**config.mk**
```make
export PLATFORM = sky130hd
export DESIGN_NAME = pmem_arbiter
export DESIGN_NICKNAME = d
export VERILOG_FILES = /design/src/rtl/pmem_arbiter.sv
export SDC_FILE = /design/constraint.sdc
export NUM_CORES = 2
export LEC_CHECK = 0
export BUFFER_PORTS_ARGS = -buffer_cell sky130_fd_sc_hd__buf_2
export CAP_MARGIN = 20
export CORE_AREA = 2 2 385 387
export DETAILED_ROUTE_END_ITERATION = 8
export DIE_AREA = 0 0 387 389
export GPL_TIMING_DRIVEN = 0
export HOLD_SLACK_MARGIN = 0.05
export PLACE_DENSITY = 0.52
export SETUP_SLACK_MARGIN = 0.3
export SYNTH_ARGS = -nofsm -noshare
export SYNTH_HDL_FRONTEND = slang
export SYNTH_SLANG_ARGS = --single-unit
```
**constraint.sdc**
```tcl
create_clock -name clk -period 33.3 [get_ports clk]
set_input_delay 3.33 -clock clk [delete_from_list [all_inputs] [get_ports clk]]
set_output_delay 3.33 -clock clk [all_outputs]
set_load 0.01 [all_outputs]
```
**src/rtl/pmem_arbiter.sv**
```systemverilog
// Arbitrates I-cache and D-cache line requests onto one 64-bit, 4-beat burst memory port.
// One line transaction is in flight at a time; a tie alternates grants so neither cache starves.
module pmem_arbiter (
    input  logic         clk,
    input  logic         rst,
    input  logic         i_read,
    input  logic [31:0]  i_address,
    output logic [255:0] i_rdata,
    output logic         i_resp,
    input  logic         d_read,
    input  logic         d_write,
    input  logic [31:0]  d_address,
    input  logic [255:0] d_wdata,
    output logic [255:0] d_rdata,
    output logic         d_resp,
    output logic         pmem_read,
    output logic         pmem_write,
    output logic [31:0]  pmem_address,
    output logic [63:0]  pmem_wdata,
    input  logic [63:0]  pmem_rdata,
    input  logic         pmem_resp
);

    typedef enum logic [2:0] {
        IDLE = 3'd0,
        I_RD = 3'd1,
        D_RD = 3'd2,
        D_WR = 3'd3,
        DONE = 3'd4
    } state_t;

    state_t         state_q, state_d;
    logic [1:0]     beat_q, beat_d;
    logic           last_d_q, last_d_d;
    logic           grant_d_q, grant_d_d;
    logic [31:0]    addr_q, addr_d;
    logic [255:0]   wline_q, wline_d;
    logic [255:0]   rbuf_q, rbuf_d;
    logic [255:0]   i_rdata_q, i_rdata_d;
    logic [255:0]   d_rdata_q, d_rdata_d;
    logic [255:0]   line_next;
    logic           d_req;

    assign d_req = d_read | d_write;

    always_ff @(posedge clk or posedge rst) begin
        if (rst) begin
            state_q   <= IDLE;
            beat_q    <= 2'd0;
            last_d_q  <= 1'b0;
            grant_d_q <= 1'b0;
            addr_q    <= 32'd0;
            wline_q   <= 256'd0;
            rbuf_q    <= 256'd0;
            i_rdata_q <= 256'd0;
            d_rdata_q <= 256'd0;
        end else begin
            state_q   <= state_d;
            beat_q    <= beat_d;
            last_d_q  <= last_d_d;
            grant_d_q <= grant_d_d;
            addr_q    <= addr_d;
            wline_q   <= wline_d;
            rbuf_q    <= rbuf_d;
            i_rdata_q <= i_rdata_d;
            d_rdata_q <= d_rdata_d;
        end
    end

    always_comb begin
        state_d   = state_q;
        beat_d    = beat_q;
        last_d_d  = last_d_q;
        grant_d_d = grant_d_q;
        addr_d    = addr_q;
        wline_d   = wline_q;
        rbuf_d    = rbuf_q;
        i_rdata_d = i_rdata_q;
        d_rdata_d = d_rdata_q;
        line_next = rbuf_q;
        line_next[{beat_q, 6'd0} +: 64] = pmem_rdata;

        case (state_q)
            IDLE: begin
                // D wins a tie unless it also won the previous grant.
                if (d_req && (!i_read || !last_d_q)) begin
                    grant_d_d = 1'b1;
                    last_d_d  = 1'b1;
                    addr_d    = {d_address[31:5], 5'd0};
                    wline_d   = d_wdata;
                    beat_d    = 2'd0;
                    state_d   = d_write ? D_WR : D_RD;
                end else if (i_read) begin
                    grant_d_d = 1'b0;
                    last_d_d  = 1'b0;
                    addr_d    = {i_address[31:5], 5'd0};
                    beat_d    = 2'd0;
                    state_d   = I_RD;
                end
            end
            I_RD, D_RD: begin
                if (pmem_resp) begin
                    rbuf_d = line_next;
                    beat_d = beat_q + 2'd1;
                    if (beat_q == 2'd3) begin
                        state_d = DONE;
                        if (state_q == I_RD) i_rdata_d = line_next;
                        else                 d_rdata_d = line_next;
                    end
                end
            end
            D_WR: begin
                if (pmem_resp) begin
                    beat_d = beat_q + 2'd1;
                    if (beat_q == 2'd3) state_d = DONE;
                end
            end
            DONE: begin
                state_d = IDLE;
            end
            default: begin
                state_d = IDLE;
            end
        endcase
    end

    assign pmem_read    = (state_q == I_RD) || (state_q == D_RD);
    assign pmem_write   = (state_q == D_WR);
    assign pmem_address = addr_q;
    assign pmem_wdata   = (state_q == D_WR) ? wline_q[{beat_q, 6'd0} +: 64] : 64'd0;
    assign i_resp       = (state_q == DONE) && !grant_d_q;
    assign d_resp       = (state_q == DONE) && grant_d_q;
    assign i_rdata      = i_rdata_q;
    assign d_rdata      = d_rdata_q;

endmodule
```
Word-level counts from Yosys, hierarchy flattened:

Index checks and enable logic that the tools add are counted.

* bits in registers: 1062
* input bits: 390
* output and inout port bits: 612
* logic and storage cells: 58

* add/sub/neg operators: 2
* equal/unequal tests: 8
* shift operators: 3
* muxes and demuxes: 16
* bitwise gates (word level): 2
* reduce and logical (&&, ||, !) cells: 19

Operators by type and width (count)
* $bwmux 256: 1
* $shift 64x10->256 const A: 1
* $shiftx 256x9->64: 1
* $shiftx 64x10->256: 1
* $mux 32: 2
* $mux 64: 1
* $mux 3: 4
* $neg 8->10: 1
* $reduce_and 4->1: 2
* $eq 3x2->1 const B: 2
* $mux 2: 3
* $pmux 3 s2: 1
* $reduce_and 2->1: 3
* $reduce_and 3->1: 2
* $ne 2x1->1 const B: 2
* $pmux 2 s2: 1
* $reduce_bool 2->1: 2
* $eq 3x1->1 const B: 1
* $eq 3x3->1 const B: 1
* $logic_and 1x1->1: 3
* $logic_not 3->1: 1
* $mux 1: 3
* $ne 3x3->1 const B: 1
* $reduce_or 3->1: 1
* 7 further kinds: 9

Logic depth before layout (Yosys ltp):

* depth after elaboration: 5
* mapped depth: 10
* depth with buffers taken out: 5

Worst setup path before layout:

No wires, ideal clock.

* kind: register -> output
* start point: reg beat_q[0]
* end point: out pmem_wdata[35]
* data arrival time: 1.741 ns
* required time: 29.970 ns
* slack: 28.229 ns
* cell stages (with the launch flop): 6
* buffers on the path: 3
* path through: dfrtp_1 buf_2 buf_2 buf_2 mux4_2 nor2b_1

* word-level cells in the longest chain between the ends: 2

RTL lines
* start, declared: line 33 `logic [1:0] beat_q, beat_d;`
* start signal, assigned: line 59 `beat_q <= beat_d;`
* $shiftx 256x9->64: line 130 `assign pmem_wdata = (state_q == D_WR) ? wline_q[{beat_q, 6'd0} +: 64] : 64'd0;`
* $mux 64: line 130
* end, declared: line 19 `output logic [63:0] pmem_wdata,`

No other way between the ends.

Final worst setup path:

* start point: reg beat_q[1]
* end point: out pmem_wdata[51]

The elaborated chain is that of the path after synthesis.

==> reports/qor.csv <==
stage,metric,value,unit
detailed_routing,routedWlPerCell,28.2,µm
global_routing,grt_start_max_net_pins,127,
layout,seq_area,24800,µm²
detailed_routing,totalWireLength,174,mm
layout,area_taken_by_multi_input_logic_gates,16000,µm²
sta,worst-slew-pin-transition,1160,ps
logic_synthesis,synthTopCellsByCount,"sky130_fd_sc_hd__dfrtp_1 (993), sky130_fd_sc_hd__mux2_2 (341), sky130_fd_sc_hd__inv_1 (259)",
floorplanning,floorplan.core_area,147000,µm²
clocking,clock_tree.root_cell,sky130_fd_sc_hd__clkbuf_16,
sta,rsz_0062_raised_after_global_routing,no,
sta,max_slew_violation_total_from_the_final_report,0,
clocking,cts.sink_count,993,
place,hpwlAfterDp,134,mm
place,port_buffers,923,
logic_synthesis,post_synth_main_area_contributors,"sky130_fd_sc_hd__dfrtp_1 (57%), sky130_fd_sc_hd__mux2_2 (8.9%), sky130_fd_sc_hd__mux2_4 (7.9%), sky130_fd_sc_hd__mux2i_1 (5.9%), sky130_fd_sc_hd__a22o_1 (5.2%)",
sta,clock-skew-final,34.8,ps
detailed_routing,dr_total_vias,29900,
global_routing,initial_antenna_violation_count,73,
worst_setup_path,crit_path_start_kind,flip-flop,
sta,shortest_clock_period_the_worst_path_allows_after_layout,6840,ps
detailed_routing,route.met2.wl,86.0,mm
flow_run,drv_cap,0,
floorplanning,rows,141,
detailed_routing,top_layer_reached_by_signal_wires,met5,
sta,maxSlewHeadroom,0.225,
pwr,worst_ir_drop_vdd,0.0533,mV
detailed_routing,drt_drc_violations_left,0,
layout,final_util,0.373,
sta,hold_viol,0,
place,finalWeightedCongestion,0.846,
clocking,post_cts_gate_resize_count,0,
logic_synthesis,ys_seq_elements,993,
detailed_routing,viasPerCell,4.85,
floorplanning,die_width,387,µm
worst_setup_path,critical_path.max_fanout,10,
global_routing,grt_remaining_overflow,0,
layout,num-nets-final,4513,
clocking,cts-buffers-inserted,113,
layout,fill_cells,14400,
min_path,hold_path_class,flip-flop to flip-flop,
global_routing,first_global_vias,30600,
logic_synthesis,share_of_yosys_cell_area_claimed_by_the_top_area_cell_type,0.574,
pwr,total_leakage_power,0.0276,µW
clocking,clockBufferDepth,3,
detailed_routing,detailroute.wirelength.met3,12.4,mm
pwr,report.power.total,5330,µW
pwr,power.density,97.5,nW/µm²
sta,highest_achievable_clock_rate,0.146,GHz
sta,setup-tns-final,0,ps
logic_synthesis,synthDistinctLibCells,40,
logic_synthesis,synthesis.instances,3058,
logic_synthesis,synth_sequential_area_ratio,0.574,
clocking,cts_tree,yes,
clocking,maximum_level_of_the_cts_h_tree,3,
logic_synthesis,yosys_most_used_dff,sky130_fd_sc_hd__dfrtp_1,
clocking,worstSkewPairLatency,740,ps
floorplanning,pin_count,1002,
sta,finalSetupViolCount,0,
logic_synthesis,yosys_warnings,0,
floorplanning,die-height,389,µm
worst_setup_path,setup.worst_path.class,flip-flop to output port,
layout,area_growth,26.3,%
logic_synthesis,asyncSetResetFlopFracSynth,1.00,
detailed_routing,route.layer.met1.wl,70.4,mm
detailed_routing,firstDrtPassIters,5,
logic_synthesis,synth_area_per_cell,14.2,µm²
place,place_ws,27090,ps
logic_synthesis,synth_edf_count,0,
clocking,path_clk_slew,60,ps
detailed_routing,dr.first_iter.drc_count,1540,
global_routing,grt_first_pass_wirelength,243,mm
floorplanning,die_area,151000,µm²
worst_setup_path,cp_data_arrival_time,3510,ps
worst_setup_path,critPathCaptureType,output port,
logic_synthesis,cell_with_the_most_instances_after_synthesis,sky130_fd_sc_hd__dfrtp_1,
detailed_routing,drt.antenna.violating_nets,0,
clocking,cts.hold.buffers_added,0,
sta,hold_ws,492,ps
logic_synthesis,synth_area,43300,µm²
clocking,postCtsSetupBuffers,0,
floorplanning,initial_utilization,0.295,
sta,setup_ws,26460,ps
sta,timing.final.crit_share,0.206,
global_routing,grt_util_all_layers,0.227,
outcome,run_status,"complete, no violations",
logic_synthesis,synthDominantAreaCellType,sky130_fd_sc_hd__dfrtp_1,
layout,post_route_cells_drive_above_1_share,0.451,
worst_setup_path,timing.critical_path.required,29970,ps
==> kinds of logic after synthesis <==
kind of cell             after synthesis  share of synthesized area
AO/OA/AOI/OAI                        391                     0.0749
XOR/XNOR                               2                   0.000578
adder cells (fa/ha/maj)                5                    0.00145
buffers and inverters                553                     0.0560
flip-flops                           993                      0.574
multiplexers                         888                      0.260
other                                  1                  0.0000866
AND/OR/NAND/NOR                      225                     0.0327
==> layer usage <==
layer | vias to the layer above | global-route usage
li1 | 13000 | -
met1 | 15500 | 0.278
met2 | 1122 | 0.388
met3 | 276 | 0.0636
met4 | 44 | 0.0682
met5 | - | 0
==> critical path, stage by stage, from the launching register on <==
cell	delay [ps]
sky130_fd_sc_hd__dfrtp_1	520
sky130_fd_sc_hd__clkbuf_1	620
sky130_fd_sc_hd__clkbuf_1	630
sky130_fd_sc_hd__mux4_2	330
sky130_fd_sc_hd__nor2b_1	440
sky130_fd_sc_hd__buf_2	230
==> metrics by stage <==
stage | area (µm²) | instances
floorplan | 43300 | 3062
global placement | 50300 | 5915
detailed placement | 50700 | 5933
CTS | 54600 | 6140
global route | 54600 | 6154
finish | 54700 | 6170
==> worst paths after layout <==
kind | cells past startpoint | endpoint | start | slack [ps]
worst max-delay path | 5 | pmem_wdata[51] | beat_q[1] | 26460
worst min-delay path | 1 | rbuf_q[87] | rbuf_q[87] | 490
worst max register to register | 10 | d_rdata[198] | beat_q[1] | 28470
worst min register to register | 1 | rbuf_q[87] | rbuf_q[87] | 490
max in group asynchronous | 6 | i_rdata[24] | rst | 28060
min in group asynchronous | 2 | wline_q[203] | rst | 2680
==> state kept, by name, indices dropped and copies added (netlist names) <==
name / flops
beat_q: 2
d_rdata: 256
grant_d_q: 1
i_rdata: 256
pmem_address: 27
rbuf_q: 192
state_q: 3
wline_q: 256
==> report_power, final <==
part | leakage (µW) | switching [µW] | total (µW) | internal (µW)
clock network | 0.00190 | 541 | 1300 | 763
registers | 0.0126 | 278 | 1970 | 1690
logic | 0.0131 | 1110 | 2060 | 952
==> layout make-up <==
cell class,count,area share
Inverter,261,0.0181
Clock buffer,159,0.0591
Multi-Input combinational cell,1516,0.293
Buffer,292,0.0265
Timing Repair Buffer,941,0.0916
Tap cell,1930,0.0442
Sequential cell,993,0.454
Antenna cell,30,0.00137
Clock inverter,48,0.0115
==> placed cells by master (no fill, tap or decap), drive strengths merged, types with 66 or more instances in the layout <==
cell type	synthesis	final
nor2b	129	129
a22o	255	255
inv	261	264
clkbuf	120	279
mux2i	254	254
mux2	570	570
dfrtp	993	993
buf	172	1113
and3	66	66
(Power assumes the default switching activity.)
